### config.mk
export PLATFORM = sky130hd
export DESIGN_NAME = axi_rw_bridge
export DESIGN_NICKNAME = d
export VERILOG_FILES = /design/src/rtl/axi_rw_bridge.sv
export SDC_FILE = /design/constraint.sdc
export NUM_CORES = 1
export LEC_CHECK = 0
export BUFFER_PORTS_ARGS = -buffer_cell sky130_fd_sc_hd__buf_2
export CORE_AREA = 10 10 210 212
export CTS_BUF_LIST = sky130_fd_sc_hd__clkbuf_2 sky130_fd_sc_hd__clkbuf_4 sky130_fd_sc_hd__clkbuf_8
export DETAILED_ROUTE_END_ITERATION = 10
export DIE_AREA = 0 0 220 222
export HOLD_SLACK_MARGIN = 0.1
export SYNTH_ARGS = -nofsm -noshare
export SYNTH_HDL_FRONTEND = slang
export SYNTH_SLANG_ARGS = --single-unit
### constraint.sdc
create_clock -name clk -period 1.87 [get_ports clk]
set_clock_uncertainty 0.2 [all_clocks]
set_input_delay 0.187 -clock clk [delete_from_list [all_inputs] [get_ports clk]]
set_output_delay 0.187 -clock clk [all_outputs]
set_load 0.05 [all_outputs]
### src/rtl/axi_rw_bridge.sv
// Single-outstanding bridge from the core memory-request port to an AXI4 master.
// Each load or store becomes one single-beat AXI4 transaction; loads return LSB-aligned data.
module axi_rw_bridge #(
  parameter int unsigned AXI_ADDR_WIDTH = 64,
  parameter int unsigned AXI_DATA_WIDTH = 64,
  parameter int unsigned AXI_ID_WIDTH   = 4,
  parameter int unsigned AXI_USER_WIDTH = 1
) (
  input  logic                        clk,
  input  logic                        rst_n,
  // core request port
  input  logic                        rw_valid_i,
  output logic                        rw_ready_o,
  input  logic                        rw_we_i,
  input  logic [AXI_ADDR_WIDTH-1:0]   rw_addr_i,
  input  logic [1:0]                  rw_size_i,
  input  logic [63:0]                 rw_wdata_i,
  output logic                        rw_resp_valid_o,
  output logic [63:0]                 rw_rdata_o,
  output logic [1:0]                  rw_resp_o,
  // AW
  output logic [AXI_ID_WIDTH-1:0]     axi_aw_id_o,
  output logic [AXI_ADDR_WIDTH-1:0]   axi_aw_addr_o,
  output logic [7:0]                  axi_aw_len_o,
  output logic [2:0]                  axi_aw_size_o,
  output logic [1:0]                  axi_aw_burst_o,
  output logic                        axi_aw_lock_o,
  output logic [3:0]                  axi_aw_cache_o,
  output logic [2:0]                  axi_aw_prot_o,
  output logic [3:0]                  axi_aw_qos_o,
  output logic [3:0]                  axi_aw_region_o,
  output logic [AXI_USER_WIDTH-1:0]   axi_aw_user_o,
  output logic                        axi_aw_valid_o,
  input  logic                        axi_aw_ready_i,
  // W
  output logic [AXI_DATA_WIDTH-1:0]   axi_w_data_o,
  output logic [AXI_DATA_WIDTH/8-1:0] axi_w_strb_o,
  output logic                        axi_w_last_o,
  output logic [AXI_USER_WIDTH-1:0]   axi_w_user_o,
  output logic                        axi_w_valid_o,
  input  logic                        axi_w_ready_i,
  // B
  output logic                        axi_b_ready_o,
  input  logic                        axi_b_valid_i,
  input  logic [1:0]                  axi_b_resp_i,
  input  logic [AXI_ID_WIDTH-1:0]     axi_b_id_i,
  input  logic [AXI_USER_WIDTH-1:0]   axi_b_user_i,
  // AR
  output logic [AXI_ID_WIDTH-1:0]     axi_ar_id_o,
  output logic [AXI_ADDR_WIDTH-1:0]   axi_ar_addr_o,
  output logic [7:0]                  axi_ar_len_o,
  output logic [2:0]                  axi_ar_size_o,
  output logic [1:0]                  axi_ar_burst_o,
  output logic                        axi_ar_lock_o,
  output logic [3:0]                  axi_ar_cache_o,
  output logic [2:0]                  axi_ar_prot_o,
  output logic [3:0]                  axi_ar_qos_o,
  output logic [3:0]                  axi_ar_region_o,
  output logic [AXI_USER_WIDTH-1:0]   axi_ar_user_o,
  output logic                        axi_ar_valid_o,
  input  logic                        axi_ar_ready_i,
  // R
  output logic                        axi_r_ready_o,
  input  logic                        axi_r_valid_i,
  input  logic [1:0]                  axi_r_resp_i,
  input  logic [AXI_DATA_WIDTH-1:0]   axi_r_data_i,
  input  logic                        axi_r_last_i,
  input  logic [AXI_ID_WIDTH-1:0]     axi_r_id_i,
  input  logic [AXI_USER_WIDTH-1:0]   axi_r_user_i
);

  typedef enum logic [2:0] {
    IDLE,
    RD_ADDR,
    RD_DATA,
    WR_REQ,
    WR_RESP
  } state_e;

  state_e                      state_q, state_d;
  logic [AXI_ADDR_WIDTH-1:0]   addr_q, addr_d;
  logic [1:0]                  size_q, size_d;
  logic                        we_q, we_d;
  logic [63:0]                 wdata_q, wdata_d;
  logic [7:0]                  strb_q, strb_d;
  logic                        ar_valid_q, ar_valid_d;
  logic                        aw_valid_q, aw_valid_d;
  logic                        w_valid_q, w_valid_d;
  logic                        resp_valid_q, resp_valid_d;
  logic [63:0]                 rdata_q, rdata_d;
  logic [1:0]                  resp_q, resp_d;
  logic [7:0]                  strb_base;
  logic                        aw_fin, w_fin;

  always_comb begin
    strb_base = 8'h01;
    case (rw_size_i)
      2'd0:    strb_base = 8'h01;
      2'd1:    strb_base = 8'h03;
      2'd2:    strb_base = 8'h0F;
      default: strb_base = 8'hFF;
    endcase
  end

  // A channel counts as finished once its valid has already dropped or it handshakes now.
  assign aw_fin = !aw_valid_q || axi_aw_ready_i;
  assign w_fin  = !w_valid_q  || axi_w_ready_i;

  always_comb begin
    state_d      = state_q;
    addr_d       = addr_q;
    size_d       = size_q;
    we_d         = we_q;
    wdata_d      = wdata_q;
    strb_d       = strb_q;
    ar_valid_d   = ar_valid_q;
    aw_valid_d   = aw_valid_q;
    w_valid_d    = w_valid_q;
    resp_valid_d = 1'b0;
    rdata_d      = rdata_q;
    resp_d       = resp_q;
    case (state_q)
      IDLE: begin
        if (rw_valid_i) begin
          addr_d = rw_addr_i;
          size_d = rw_size_i;
          we_d   = rw_we_i;
          if (rw_we_i) begin
            wdata_d    = rw_wdata_i << {rw_addr_i[2:0], 3'b000};
            strb_d     = strb_base << rw_addr_i[2:0];
            aw_valid_d = 1'b1;
            w_valid_d  = 1'b1;
            state_d    = WR_REQ;
          end else begin
            ar_valid_d = 1'b1;
            state_d    = RD_ADDR;
          end
        end
      end
      RD_ADDR: begin
        if (axi_ar_ready_i) begin
          ar_valid_d = 1'b0;
          state_d    = RD_DATA;
        end
      end
      RD_DATA: begin
        if (axi_r_valid_i) begin
          rdata_d      = axi_r_data_i >> {addr_q[2:0], 3'b000};
          resp_d       = axi_r_resp_i;
          resp_valid_d = 1'b1;
          state_d      = IDLE;
        end
      end
      WR_REQ: begin
        if (aw_valid_q && axi_aw_ready_i) aw_valid_d = 1'b0;
        if (w_valid_q && axi_w_ready_i)   w_valid_d  = 1'b0;
        if (aw_fin && w_fin)              state_d    = WR_RESP;
      end
      WR_RESP: begin
        if (axi_b_valid_i) begin
          resp_d       = axi_b_resp_i;
          resp_valid_d = 1'b1;
          state_d      = IDLE;
        end
      end
      default: state_d = IDLE;
    endcase
  end

  always_ff @(posedge clk or negedge rst_n) begin
    if (!rst_n) begin
      state_q      <= IDLE;
      addr_q       <= '0;
      size_q       <= '0;
      we_q         <= 1'b0;
      wdata_q      <= '0;
      strb_q       <= '0;
      ar_valid_q   <= 1'b0;
      aw_valid_q   <= 1'b0;
      w_valid_q    <= 1'b0;
      resp_valid_q <= 1'b0;
      rdata_q      <= '0;
      resp_q       <= '0;
    end else begin
      state_q      <= state_d;
      addr_q       <= addr_d;
      size_q       <= size_d;
      we_q         <= we_d;
      wdata_q      <= wdata_d;
      strb_q       <= strb_d;
      ar_valid_q   <= ar_valid_d;
      aw_valid_q   <= aw_valid_d;
      w_valid_q    <= w_valid_d;
      resp_valid_q <= resp_valid_d;
      rdata_q      <= rdata_d;
      resp_q       <= resp_d;
    end
  end

  assign rw_ready_o      = (state_q == IDLE);
  assign rw_resp_valid_o = resp_valid_q;
  assign rw_rdata_o      = rdata_q;
  assign rw_resp_o       = resp_q;

  assign axi_aw_id_o     = '0;
  assign axi_aw_addr_o   = addr_q;
  assign axi_aw_len_o    = '0;
  assign axi_aw_size_o   = {1'b0, size_q};
  assign axi_aw_burst_o  = 2'b01;
  assign axi_aw_lock_o   = 1'b0;
  assign axi_aw_cache_o  = 4'b0010;
  assign axi_aw_prot_o   = 3'b000;
  assign axi_aw_qos_o    = '0;
  assign axi_aw_region_o = '0;
  assign axi_aw_user_o   = '0;
  assign axi_aw_valid_o  = aw_valid_q;

  assign axi_w_data_o    = wdata_q;
  assign axi_w_strb_o    = strb_q;
  assign axi_w_last_o    = w_valid_q;
  assign axi_w_user_o    = '0;
  assign axi_w_valid_o   = w_valid_q;

  assign axi_b_ready_o   = (state_q == WR_RESP);

  assign axi_ar_id_o     = '0;
  assign axi_ar_addr_o   = addr_q;
  assign axi_ar_len_o    = '0;
  assign axi_ar_size_o   = {1'b0, size_q};
  assign axi_ar_burst_o  = 2'b01;
  assign axi_ar_lock_o   = 1'b0;
  assign axi_ar_cache_o  = 4'b0010;
  assign axi_ar_prot_o   = 3'b000;
  assign axi_ar_qos_o    = '0;
  assign axi_ar_region_o = '0;
  assign axi_ar_user_o   = '0;
  assign axi_ar_valid_o  = ar_valid_q;

  assign axi_r_ready_o   = (state_q == RD_DATA);

  logic unused_inputs;
  assign unused_inputs = ^{axi_r_id_i, axi_r_user_i, axi_r_last_i, axi_b_id_i, axi_b_user_i, we_q};

endmodule

==> out/metrics.cfg, run 1 <==
[setup_path]
arrival_ns=1.61
worstSetupStartpoint=state_q[0]$_DFFE_PN0P_
rr_startpoint=state_q[0]$_DFFE_PN0P_
path_class=reg2out
crit_path_start_kind=flop
worstPathMaxFanout=13
crit_path_end_kind=output pin
required_ns=1.48

[synth]
yosysTopAreaCellShare=0.4361
synth_area_per_cell_um2=9.779
yosys.area_share.xor_xnor=0
ys_ff_latch=211
syn_area_mm2=0.01211
muxShareOfSynthArea=0.1722
netlist_top_cells_area=dfrtp_1 44%, mux2_2 11%, buf_4 9.2%
synthDistinctLibCells=49
yosysTopAreaCell=dfrtp_1
synth_top_family_by_area=multiplexers
synth_flop_cell=dfrtp_1
ys_warn_count=0
synthAdderAreaFrac=0
synth_edf_count=0
async_reset_ff_frac=1.000
syn-instance-count=1238
ys_seq_area_frac=0.4361
synth-compound-area-share=0.1578
synth-simple-area-share=0.1111

[cells_and_area]
drive_gt1_frac=0.4475
syn2layout_area_growth_pct=64.02
final_util=0.5009
fillCellCount=3490
multi_input_area_mm2=0.006170
fin_nets=2211
final-seq-area_mm2=0.005285
finalNonFillerCells=2549

[sta]
rsz0062_at_grt=yes
setup_viol=122
worst_slack_ns=-0.1307
fin_crit_ns=2.001
clock.fmax_mhz=499.8
worstMarginPinSlew_ns=0.5918
worst_hold_slack_ns=0.1486
hold_viol_final=0
drv_slew=0
relSlewSlack=0.6042
period_share=1.070

[global_routing]
grt_pass1_vias=13560
antenna_found_initial=4
grt_overflow_total=0
grt.total_usage=0.2252
grt_pass1_wl_um=85300
grt_max_degree=54

[floorplan]
coreArea_mm2=0.03964
die_area_mm2=0.04884
die_w_um=220
die_h_um=222
pin_count=561
placementRows=73
start_util=0.3054

[status]
violations=setup timing
status=complete, but fails checks

[job]
cap_violations=0

[drt]
dr.pass1.iters=5
finalWirelength_um=59330
num_vias=12920
drt_iter0_drc=1176
vias_per_cell=5.069
drc=0
avgRoutedWirePerCell_um=23.27
ant_nets=0

[placement]
dp_hpwl_um=41170
io_buffers=484
gp_congestion=0.9984
placed_cells=2175

[clock_tree]
cts.clk_slew.worst_paths_ns=0.06
cts.sinks=211
cts_root_buf=clkbuf_8
clockBufferDepth=3
cts_inserted_buffers=41
htreeDepth=2
cts_tree=yes
clk-insertion-delay-late_ns=0.57

[pwr]
powerDensity_mw_per_mm2=1981
total_power_w=0.03933
leakage_nw=9.670
ir_worst_vdd_uv=962.3

[hold_path]
hp-class=in2reg
holdCritStartpoint=rw_addr_i[1]

## final cells by class
cell class	instances	share of cell area
clock buffers	55	0.03560
multi-input cells	856	0.3107
well taps	525	0.03308
diodes	4	0.0005041
repair buffers	875	0.3413
inverters	8	0.001512
flip-flops and latches	211	0.2661
clock inverters	15	0.01115
## cell usage in the layout (no fill, tap or decap), drive strengths merged, types with 4 or more instances in the layout
master / n
buf: 607
dlygate4sd3: 262
dfrtp: 211
nand2: 131
mux2: 114
a21oi: 92
nor2: 89
mux2i: 80
o21ai: 75
conb: 65
clkbuf: 56
a211o: 24
a22oi: 24
nor2b: 19
o221ai: 17
o22ai: 17
nand3: 16
inv: 10
nand3b: 9
a211oi: 9
or2: 9
o31ai: 9
a22o: 8
o211ai: 8
clkinv: 8
nand2b: 8
bufinv: 5
bufbuf: 5
nor3: 5
nor3b: 5
diode: 4
o21a: 4
## critical path, stage by stage, from the launching register on
cell and delay, ns:
dfrtp_2 0.40, buf_6 0.16, nor3b_4 0.26, buf_6 0.21
## state kept, by name (all words and copies together) (netlist names)
register         cells
rw_resp_valid_o      1
axi_ar_valid_o       1
size_q               2
state_q              3
axi_w_strb_o         8
axi_ar_addr_o       64
rw_resp_o            2
axi_aw_valid_o       1
rw_rdata_o          64
axi_w_data_o        64
axi_w_last_o         1
## per-layer routing
layer,wire length (µm),share of wire,up-vias,track usage
met1,21720,0.37,6207,0.2592
met4,2734,0.046,0,0.1004
met5,0,0,-,0
li1,-,-,5691,-
met3,6126,0.10,201,0.06698
met2,28740,0.48,823,0.3766
## power by group
group | leakage [nW] | internal (W) | switching, W | total (W)
combinational | 6.58 | 0.00791 | 0.0177 | 0.0257
clock | 0.490 | 0.00317 | 0.00219 | 0.00536
sequential | 2.60 | 0.00671 | 0.00161 | 0.00832
## synth_stat cells (2+ instances only)
master / n
a211o_1: 24
a211oi_1: 9
a21o_1: 3
a21oi_1: 92
a22o_1: 8
a22oi_1: 24
a31oi_1: 2
and2_1: 2
buf_1: 7
buf_2: 32
buf_4: 149
clkbuf_1: 37
conb_1: 2
dfrtp_1: 211
inv_1: 8
mux2_2: 114
mux2i_1: 80
nand2_1: 131
nand2b_1: 7
nand3_1: 16
nand3b_1: 9
nor2_1: 89
nor2b_1: 19
nor3_1: 3
nor3_2: 2
nor3b_1: 3
o211ai_1: 8
o21a_1: 4
o21ai_0: 43
o21ai_1: 32
o221ai_1: 17
o22a_1: 2
o22ai_1: 17
o31ai_1: 8
o41ai_2: 2
or2_2: 9
## repair_timing
item,in CTS,in global routing
gates resized for setup,82,142
hold buffers,263,0
buffers inserted,16,11
pin swaps,5,32
setup endpoints to repair,80,200
cloned,8,3
hold endpoints to repair,421,0
## through the flow
stage               area, µm²  TNS (ns)  setup slack [ns]
finish                  19860    -7.752           -0.1307
global route            19860    -21.62           -0.2183
CTS                     19200    -12.81           -0.1522
detailed placement      14980    -1.361          -0.07432
global placement        14980   -0.8642          -0.08987
floorplan               12400   -0.1867          -0.05655
## logic make-up (layout without fill, tap and decap cells)
group,after synthesis,count (layout)
flip-flops,211,211
buffers and inverters,234,953
AND/OR/NAND/NOR,296,296
multiplexers,194,194
AO/OA/AOI/OAI,301,301
other,2,69
## worst paths after layout
kind	end	cells after the start	slack [ns]
min in group asynchronous	axi_w_data_o[19]$_DFFE_PN0P_	4	0.54
min	axi_w_data_o[22]$_DFFE_PN0P_	4	0.15
min reg2reg	axi_w_data_o[13]$_DFFE_PN0P_	2	0.26
max in group asynchronous	state_q[0]$_DFFE_PN0P_	4	0.58
max	axi_b_ready_o	3	-0.13
max reg2reg	axi_ar_addr_o[59]$_DFFE_PN0P_	6	-0.13
Power figures use the tool's default switching activity.
==> inputs of run 2 (changes only) <==
--- a/config.mk
+++ b/config.mk
@@ -11,6 +11,7 @@
 export DETAILED_ROUTE_END_ITERATION = 10
 export DIE_AREA = 0 0 220 222
 export HOLD_SLACK_MARGIN = 0.1
+export SKIP_LAST_GASP = 1
 export SYNTH_ARGS = -nofsm -noshare
 export SYNTH_HDL_FRONTEND = slang
 export SYNTH_SLANG_ARGS = --single-unit
==> run 2 against run 1 <==
The run still ends with setup timing left. Clock-buffer cell count stayed put. Register-to-register slack hardly changed. Sequential cell count stayed put. Final cell count hardly changed. Global-route usage hardly changed.
==> out/metrics.cfg, run 2 (same netlist as run 1, synthesis figures left out) <==
[placement]
placed_area_mm2=0.01498  ; unchanged
dp_slack_ns=-0.07432  ; unchanged
placed_cells=2175  ; unchanged
dp_hpwl_um=41170  ; unchanged
gp_congestion=0.9984  ; unchanged
io_buffers=484  ; unchanged

[hold_path]
hold_end=axi_w_data_o[22]$_DFFE_PN0P_
holdCritStartpoint=rw_addr_i[1]
hold_depth=4  ; unchanged
hp-class=in2reg

[clock_tree]
cts.clk_slew.worst_paths_ns=0.06  ; about the same
cts_tree=yes
cts.sinks=211  ; unchanged
clk-insertion-delay-late_ns=0.57  ; about the same
cts_root_buf=clkbuf_8
htreeDepth=2  ; unchanged
cts_inserted_buffers=41  ; unchanged
clockBufferDepth=3  ; unchanged

[global_routing]
grt_pass1_wl_um=85200  ; -0.12%
grt_pass1_vias=13480  ; -0.64%
antenna_found_initial=5  ; +1
grt_max_degree=54  ; unchanged
grt.total_usage=0.2249  ; -0.0002861
grt_overflow_total=0  ; unchanged

[setup_path]
slowest_delay_ns=0.40  ; about the same
regToRegEndpoint=axi_w_data_o[57]$_DFFE_PN0P_
reg2reg_slack_ns=-0.13  ; about the same
required_ns=2.13  ; +0.65 ns
arrival_ns=2.26  ; +0.65 ns
crit_path_start_kind=flop
rr_startpoint=state_q[0]$_DFFE_PN0P_
worstPathMaxFanout=8  ; -5
slowest_stage=dfrtp_2
cp_cell_sequence=buf_4 -> nor4b_4 -> buf_4 -> nand2_8 -> buf_12 -> buf_16 -> nand2_1 -> o21ai_1
path_class=reg2reg
ff2ff_path_depth=8  ; +2
crit_path_end_kind=flop
cpLargestDelayFamily=buffers and inverters
path_buf_inv=4  ; +2
crit_top_cell=buf_4

[sta]
relSlewSlack=0.5883  ; -0.01582
fin_crit_ns=1.998  ; -0.002773 ns
worstMarginPinSlew_ns=0.6155  ; +0.02365 ns
clock.fmax_mhz=500.5  ; +0.14%
period_share=1.068  ; -0.001483
hold_viol_final=0  ; unchanged
rsz0062_at_grt=yes
worst_slack_ns=-0.1279  ; +0.002773 ns
setup_viol=115  ; -5.7%
fin_tns_setup_ns=-8.262  ; -0.5105 ns
drv_slew=0  ; unchanged

[cells_and_area]
mostFrequentLayoutCell=buf_2
final_cell_mix=473 x buf_2, 262 x dlygate4sd3_1, 207 x dfrtp_1, 118 x nand2_1, 93 x mux2_2
syn2layout_area_growth_pct=65.54
finalNonFillerCells=2550  ; +0.039%
design_area_mm2=0.02004  ; +0.93%
drive_gt1_frac=0.4567  ; +0.009137
fin_nets=2210  ; -0.045%

[pwr]
powerDensity_mw_per_mm2=1964  ; -0.82%
power_frac_seq=0.212  ; about the same
netSwitchingPower_w=0.02159  ; +0.21%
p_comb_frac=0.652  ; about the same
p_sw_frac=0.5482  ; +0.0006271
p_clk_frac=0.136  ; about the same
power.internal_w=0.01779  ; about the same
leakage_nw=9.665  ; about the same
ir_worst_vdd_uv=985.1  ; +2.4%

[drt]
avgRoutedWirePerCell_um=23.48  ; +0.88%
ant_nets=0  ; unchanged
dr.pass1.iters=5  ; unchanged
drt_iter0_drc=1287  ; +9.4%
vias_per_cell=5.078  ; +0.17%
finalWirelength_um=59870  ; +0.92%
num_vias=12950  ; +0.21%
drc=0  ; unchanged

[floorplan]
coreArea_mm2=0.03964  ; unchanged
pin_count=561  ; unchanged
die_area_mm2=0.04884  ; unchanged
die_h_um=222  ; unchanged
start_util=0.3054  ; unchanged
placementRows=73  ; unchanged
die_w_um=220  ; unchanged

[job]
cap_violations=0  ; unchanged

[status]
violations=setup timing
status=complete, but fails checks

==> run 2: cell count changes in the layout (fill, tap and decap cells not counted), sizes merged <==
| cell | change |
|---|---|
| buf | -1 |
| bufbuf | -4 |
| clkbuf | +4 |
| diode | +2 |
==> run 2: how the worst max path moves through the flow <==
stage | slack, ns | cells past startpoint | from | to
final | -0.13 | 8 | state_q[0]$_DFFE_PN0P_ | axi_w_data_o[57]$_DFFE_PN0P_
after floorplan | -0.06 | 5 | state_q[0]$_DFFE_PN0P_ | rw_resp_o[0]$_DFFE_PN0P_
after CTS | -0.15 | 3 | state_q[0]$_DFFE_PN0P_ | axi_b_ready_o
after global routing | -0.22 | 8 | state_q[2]$_DFFE_PN0P_ | axi_w_data_o[28]$_DFFE_PN0P_
after global placement | -0.09 | 6 | state_q[1]$_DFFE_PN0P_ | axi_w_data_o[34]$_DFFE_PN0P_
after detailed placement | -0.07 | 6 | state_q[1]$_DFFE_PN0P_ | axi_w_data_o[34]$_DFFE_PN0P_
==> run 2: area by class of cell <==
cell class / instances / area (µm²)
clock buffers: 55 / 706.9
diodes: 6 / 15.01
flip-flops and latches: 211 / 5285
repair buffers: 874 / 6803
fillers: 3480 / 19600
multi-input cells: 856 / 6324
inverters: 8 / 30.03
well taps: 525 / 656.9
clock inverters: 15 / 221.5
==> run 2: worst register-to-register path: cells and delay by family, from the launching register on <==
family	cells	cell delay, ns
buf+inv	4	0.68
simple gates	3	0.53
compound gates	1	0.07
flops	1	0.40
==> run 2: timing repair <==
action,CTS,global route
cloned,8,6
hold endpoints to repair,421,0
hold buffers,263,0
setup buffers,16,7
setup endpoints to repair,80,208
pin swaps,4,45
resized for setup,55,196
==> run 2: metal layers <==
| layer | track usage | share of wire |
|---|---|---|
| met3 | 0.06903 | 0.10 |
| met5 | 0 | 0 |
| met4 | 0.1057 | 0.046 |
| met1 | 0.2575 | 0.37 |
| met2 | 0.3739 | 0.49 |
==> run 2: metrics by stage <==
stage,util,hold WS (ns),total power [W]
6_report,0.5056,0.1525,0.03937
3_3_place_gp,0.3778,-0.1020,0.03042
2_1_floorplan,-,-0.3086,0.02514
3_5_place_dp,0.3778,-0.09834,0.03061
4_1_cts,0.4824,0.1002,0.03768
5_1_grt,0.5055,0.1297,0.04100
==> run 2: power by group through the flow <==
stage          registers (W)  clock network, W  logic [W]
6_report             0.00835           0.00536     0.0257
5_1_grt              0.00858           0.00572     0.0267
4_1_cts              0.00826           0.00550     0.0239
3_5_place_dp         0.00833                 0     0.0223
3_3_place_gp         0.00824                 0     0.0222
2_1_floorplan         0.0153                 0    0.00987
